--- src/rtl/sram_arbiter.sv ---
// Two-port arbiter for a 512Kx8 asynchronous SRAM. Port A has priority,
// and a starvation counter forces a port B grant after STARVE_LIMIT A grants in a row.
module sram_arbiter #(
  parameter int unsigned WAIT_STATES  = 1,
  parameter int unsigned STARVE_LIMIT = 4
) (
  input  logic        clk_i,
  input  logic        reset_n_i,
  input  logic        a_req_i,
  input  logic        a_we_i,
  input  logic [18:0] a_addr_i,
  input  logic [7:0]  a_data_i,
  output logic [7:0]  a_data_o,
  output logic        a_ack_o,
  input  logic        b_req_i,
  input  logic        b_we_i,
  input  logic [18:0] b_addr_i,
  input  logic [7:0]  b_data_i,
  output logic [7:0]  b_data_o,
  output logic        b_ack_o,
  output logic [18:0] sram_addr_o,
  output logic [7:0]  sram_data_o,
  output logic        sram_data_oe_o,
  input  logic [7:0]  sram_data_i,
  output logic        sram_ce_n_o,
  output logic        sram_oe_n_o,
  output logic        sram_we_n_o,
  output logic        busy_o
);

  typedef enum logic [1:0] {
    IDLE   = 2'd0,
    SETUP  = 2'd1,
    ACCESS = 2'd2,
    DONE   = 2'd3
  } state_e;

  localparam logic [3:0] WAIT_INIT  = 4'(WAIT_STATES);
  localparam logic [3:0] STARVE_MAX = 4'(STARVE_LIMIT);

  state_e      state_q, state_d;
  logic        grant_b_q, grant_b_d;
  logic        we_q, we_d;
  logic [3:0]  wait_q, wait_d;
  logic [3:0]  starve_q, starve_d;
  logic [18:0] sram_addr_q, sram_addr_d;
  logic [7:0]  sram_data_q, sram_data_d;
  logic        data_oe_q, data_oe_d;
  logic        ce_n_q, ce_n_d;
  logic        oe_n_q, oe_n_d;
  logic        we_n_q, we_n_d;
  logic        a_ack_q, a_ack_d;
  logic        b_ack_q, b_ack_d;
  logic [7:0]  a_data_q, a_data_d;
  logic [7:0]  b_data_q, b_data_d;
  logic        pick_b;
  logic        sel_we;

  always_comb begin
    state_d     = state_q;
    grant_b_d   = grant_b_q;
    we_d        = we_q;
    wait_d      = wait_q;
    starve_d    = starve_q;
    sram_addr_d = sram_addr_q;
    sram_data_d = sram_data_q;
    data_oe_d   = data_oe_q;
    ce_n_d      = ce_n_q;
    oe_n_d      = oe_n_q;
    we_n_d      = we_n_q;
    a_ack_d     = 1'b0;
    b_ack_d     = 1'b0;
    a_data_d    = a_data_q;
    b_data_d    = b_data_q;
    pick_b      = b_req_i && (!a_req_i || (starve_q == STARVE_MAX));
    sel_we      = pick_b ? b_we_i : a_we_i;

    case (state_q)
      IDLE: begin
        if (a_req_i || b_req_i) begin
          // Starvation only counts A wins that happened while B was waiting.
          if (pick_b) begin
            starve_d = 4'd0;
          end else if (b_req_i) begin
            starve_d = (starve_q == 4'hF) ? starve_q : starve_q + 4'd1;
          end else begin
            starve_d = 4'd0;
          end
          grant_b_d   = pick_b;
          we_d        = sel_we;
          sram_addr_d = pick_b ? b_addr_i : a_addr_i;
          sram_data_d = pick_b ? b_data_i : a_data_i;
          ce_n_d      = 1'b0;
          oe_n_d      = sel_we;
          data_oe_d   = sel_we;
          we_n_d      = 1'b1;
          state_d     = SETUP;
        end
      end
      SETUP: begin
        we_n_d  = ~we_q;
        wait_d  = WAIT_INIT;
        state_d = ACCESS;
      end
      ACCESS: begin
        if (wait_q == 4'd0) begin
          we_n_d    = 1'b1;
          oe_n_d    = 1'b1;
          ce_n_d    = 1'b1;
          data_oe_d = 1'b0;
          if (grant_b_q) begin
            b_ack_d = 1'b1;
            if (!we_q) b_data_d = sram_data_i;
          end else begin
            a_ack_d = 1'b1;
            if (!we_q) a_data_d = sram_data_i;
          end
          state_d = DONE;
        end else begin
          wait_d = wait_q - 4'd1;
        end
      end
      DONE: begin
        state_d = IDLE;
      end
      default: begin
        state_d = IDLE;
      end
    endcase
  end

  always_ff @(posedge clk_i or negedge reset_n_i) begin
    if (!reset_n_i) begin
      state_q     <= IDLE;
      grant_b_q   <= 1'b0;
      we_q        <= 1'b0;
      wait_q      <= 4'd0;
      starve_q    <= 4'd0;
      sram_addr_q <= 19'd0;
      sram_data_q <= 8'd0;
      data_oe_q   <= 1'b0;
      ce_n_q      <= 1'b1;
      oe_n_q      <= 1'b1;
      we_n_q      <= 1'b1;
      a_ack_q     <= 1'b0;
      b_ack_q     <= 1'b0;
      a_data_q    <= 8'd0;
      b_data_q    <= 8'd0;
    end else begin
      state_q     <= state_d;
      grant_b_q   <= grant_b_d;
      we_q        <= we_d;
      wait_q      <= wait_d;
      starve_q    <= starve_d;
      sram_addr_q <= sram_addr_d;
      sram_data_q <= sram_data_d;
      data_oe_q   <= data_oe_d;
      ce_n_q      <= ce_n_d;
      oe_n_q      <= oe_n_d;
      we_n_q      <= we_n_d;
      a_ack_q     <= a_ack_d;
      b_ack_q     <= b_ack_d;
      a_data_q    <= a_data_d;
      b_data_q    <= b_data_d;
    end
  end

  assign a_data_o       = a_data_q;
  assign a_ack_o        = a_ack_q;
  assign b_data_o       = b_data_q;
  assign b_ack_o        = b_ack_q;
  assign sram_addr_o    = sram_addr_q;
  assign sram_data_o    = sram_data_q;
  assign sram_data_oe_o = data_oe_q;
  assign sram_ce_n_o    = ce_n_q;
  assign sram_oe_n_o    = oe_n_q;
  assign sram_we_n_o    = we_n_q;
  assign busy_o         = (state_q != IDLE);

endmodule

--- config.mk ---
export PLATFORM = sky130hd
export DESIGN_NAME = sram_arbiter
export DESIGN_NICKNAME = d
export VERILOG_FILES = /design/src/rtl/sram_arbiter.sv
export SDC_FILE = /design/constraint.sdc
export NUM_CORES = 1
export LEC_CHECK = 0
export ABC_AREA = 0
export CAP_MARGIN = 20
export CORE_ASPECT_RATIO = 0.6
export CORE_MARGIN = 2
export CORE_UTILIZATION = 44
export CTS_CLUSTER_DIAMETER = 80
export DETAILED_ROUTE_END_ITERATION = 12
export PLACE_DENSITY = 0.8
export SKIP_CTS_REPAIR_TIMING = 1
export SLEW_MARGIN = 15
export SYNTH_ARGS = -nofsm -noshare
export SYNTH_HDL_FRONTEND = slang
export SYNTH_SLANG_ARGS = --single-unit
--- constraint.sdc ---
create_clock -name clk_i -period 2.5 [get_ports clk_i]
set_clock_uncertainty 0.05 [all_clocks]
set_input_delay 0.25 -clock clk_i [delete_from_list [all_inputs] [get_ports clk_i]]
set_output_delay 0.25 -clock clk_i [all_outputs]
set_load 0.01 [all_outputs]
==> flow_metrics.py, run 1 <==
metrics = {
    "run_status": {
        "status": "completed",
    },
    "placed_design": {
        "dp_cells": 484,
        "place_ws_ps": 401,
        "gp_congestion": 0.772,
        "port_buffers": 117,
        "dpl_cell_area_um2": 4360,
        "post-dp-hpwl_um": 6050,
    },
    "clock_tree": {
        "ctsHtreeMaxLevel": 3,
        "cts_buffer_depth": 2,
        "root_buffer": "clkbuf_16",
        "cts_sinks": 61,
        "cts_made_buffers": 9,
        "clk_pin_slew_ps": 50,
        "clock_latency_ps": 330,
        "cts_tree": "yes",
    },
    "finish": {
        "mostFrequentLayoutCell": "clkdlybuf4s50_1",
        "fill_cells": 489,
        "diodes": 0,
        "final_layout_size_suffix_gt1_share_pct": 13.3,
        "nets": 484,
        "syn2layout_area_growth_pct": 50.0,
        "final_cells": 501,
        "stdcell_area_um2": 4660,
        "mostFrequentLayoutCells": "clkdlybuf4s50_1 (116), nand2_1 (62), dfrtp_1 (58), o2111ai_1 (32), o211ai_1 (29)",
    },
    "power": {
        "irDropWorstVdd_mv": 0.676,
        "p_per_area_nw_per_um2": 1170,
        "power.leakage_nw": 1.91,
        "p_total_mw": 5.44,
    },
    "critical_path": {
        "path_buf_inv": 3,
        "worst_setup_path_start_kind": "flop",
        "reg2reg_slack_ps": 460,
        "endpoint_kind": "output pin",
        "critPathMaxFanout": 12,
        "ff2ff_path_depth": 5,
        "critPathSlowestCell": "clkdlybuf4s50_1",
        "crit_top_cell": "inv_1",
        "crit_chain": "inv_1 > ha_1 > inv_1 > clkdlybuf4s50_1",
        "critPathLaunch": "state_q[0]$_DFFE_PN0P_",
        "crit_end": "busy_o",
        "path_depth": 4,
        "worstPathRequired_ps": 2200,
        "cp_top_family": "buffers and inverters",
        "timing.rr.end": "a_data_o[4]$_DFFE_PN0P_",
        "crit_path_max_incr_delay_ps": 510,
        "timing.rr.start": "wait_q[0]$_DFFE_PN0P_",
        "worstSetupPathType": "flop to output pin",
        "arrival_ps": 1900,
    },
    "logic_synthesis": {
        "synth-seq-cells": 61,
        "synth_seq_area_share_pct": 49.3,
        "async_reset_ff_share_pct": 100,
        "syn_nets": 371,
        "synth_edf_count": 0,
        "synthesis.area_um2": 3110,
        "syn_avg_cell_area_um2": 10.5,
        "yosysUniqueCellTypes": 42,
        "yosys_warnings": 0,
        "syn_inst": 296,
        "ys.flop_type": "dfrtp_1",
    },
    "timing": {
        "worst_slack_ps": 302,
        "rsz0062_at_grt": "no",
        "slew_violations": 0,
        "relSlewSlack_pct": 37.0,
        "fin_setup_tns_ps": 0,
        "hold_viol": 0,
        "period_needed_ps": 2200,
        "clock.fmax_mhz": 455,
        "finalCritPeriodShare_pct": 87.9,
        "setup_viol": 0,
        "tightestPinTransition_ps": 943,
    },
    "global_route": {
        "grt_pass1_vias": 2774,
        "antenna_found_initial": 0,
        "grt_overflow": 0,
        "grt_max_degree": 32,
        "grt_use_total_pct": 23.3,
        "grt_pass1_wl_um": 14400,
    },
    "routing": {
        "drt-total-wl_um": 8480,
        "wl_per_cell_um": 16.9,
        "viasPerCell": 5.57,
        "drt_iter0_drc": 163,
        "antenna_left": 0,
        "drc": 0,
        "first_pass_iters": 7,
        "vias": 2789,
    },
    "job": {
        "maxCapViolCount": 0,
    },
    "die": {
        "pin_count": 118,
        "fp.dieW_um": 112,
        "die_h_um": 69.1,
        "core_area_um2": 6760,
        "rows": 23,
        "initial_core_util_pct": 45.9,
        "die_area_um2": 7770,
    },
    "min_path": {
        "hp-class": "flop to flop",
    },
}
-- power by group --
| part | internal [mW] | switching, mW |
|---|---|---|
| logic | 1.37 | 1.15 |
| clock network | 0.705 | 0.457 |
| registers | 1.46 | 0.301 |
| total | 3.53 | 1.91 |
-- sequential cells by signal (all words and copies together), names as in the netlist, 2 cells and up --
signal	flops
a_data_o	8
b_data_o	8
sram_addr_o	19
sram_data_o	8
starve_q	4
state_q	2
wait_q	4
-- layout make-up --
| class | count | area, µm² | share of cell area, % |
|---|---|---|---|
| clock buffer | 10 | 239 | 5.13 |
| clock inverter | 6 | 45.0 | 0.967 |
| inverter | 14 | 52.6 | 1.13 |
| multi-input combinational | 195 | 1420 | 30.4 |
| sequential | 61 | 1530 | 32.9 |
| tap | 87 | 109 | 2.34 |
| timing repair buffer | 128 | 1260 | 27.1 |
-- cell usage after synthesis (all sizes together) (2+ instances only) --
| cell | count | area share [%] |
|---|---|---|
| a211oi | 2 | 0.81 |
| a21oi | 2 | 0.32 |
| and2 | 2 | 0.40 |
| buf | 8 | 1.5 |
| clkbuf | 18 | 2.2 |
| dfrtp | 58 | 47 |
| dfstp | 3 | 2.5 |
| ha | 7 | 2.8 |
| inv | 14 | 1.7 |
| mux2 | 19 | 7.9 |
| mux2i | 5 | 1.6 |
| nand2 | 62 | 7.5 |
| nand3 | 5 | 0.81 |
| nand3b | 3 | 0.73 |
| nor2 | 4 | 0.48 |
| o2111ai | 32 | 9.0 |
| o211ai | 29 | 7.0 |
| o21ai | 3 | 0.48 |
-- routing by layer --
layer | wire length [µm] | share of wire, % | global-route usage, %
met4 | 73 | 0.86 | 6.91
met1 | 4020 | 47 | 34.7
met5 | 0 | 0 | 0
met2 | 3680 | 43 | 33.2
met3 | 703 | 8.3 | 6.51
-- metrics by stage --
stage               hold WS (ps)  util [%]
global placement             303      64.5
finish                       438      68.9
detailed placement           295      64.5
CTS                        -53.2      68.7
global route                 445      68.9
floorplan                  -95.6         -
-- how the worst min path moves through the flow --
stage	cells after the start	start	slack, ps	endpoint
2_1_floorplan	0	reset_n_i	-100	a_ack_o$_DFF_PN0_
3_3_place_gp	1	reset_n_i	300	sram_addr_o[18]$_DFFE_PN0P_
3_5_place_dp	1	reset_n_i	290	sram_addr_o[18]$_DFFE_PN0P_
4_1_cts	1	reset_n_i	-50	sram_addr_o[18]$_DFFE_PN0P_
5_1_grt	3	b_addr_i[18]	450	sram_addr_o[18]$_DFFE_PN0P_
6_report	2	sram_ce_n_o$_DFFE_PN1P_	440	sram_ce_n_o$_DFFE_PN1P_
-- tightest hold or removal path: stages (launching register included) --
cell	delay (ps)
dfstp_2	370
inv_1	50
o22ai_1	60
-- cell families after synthesis --
logic type / synth area share (%)
fa+ha+maj: 2.82
compound gates: 19.7
flops: 49.3
simple gates: 13.5
buf+inv: 5.32
mux: 9.47
No activity file was read; power rests on OpenSTA's default activity.
==> run 2, diff against run 1 <==
--- a/config.mk
+++ b/config.mk
@@ -6,7 +6,7 @@
 export NUM_CORES = 1
 export LEC_CHECK = 0
 export ABC_AREA = 0
-export CAP_MARGIN = 20
+export CAP_MARGIN = 10
 export CORE_ASPECT_RATIO = 0.6
 export CORE_MARGIN = 2
 export CORE_UTILIZATION = 44
==> results of run 2 <==
Same layout as run 1: the final DEF is identical, and so are final timing and power.
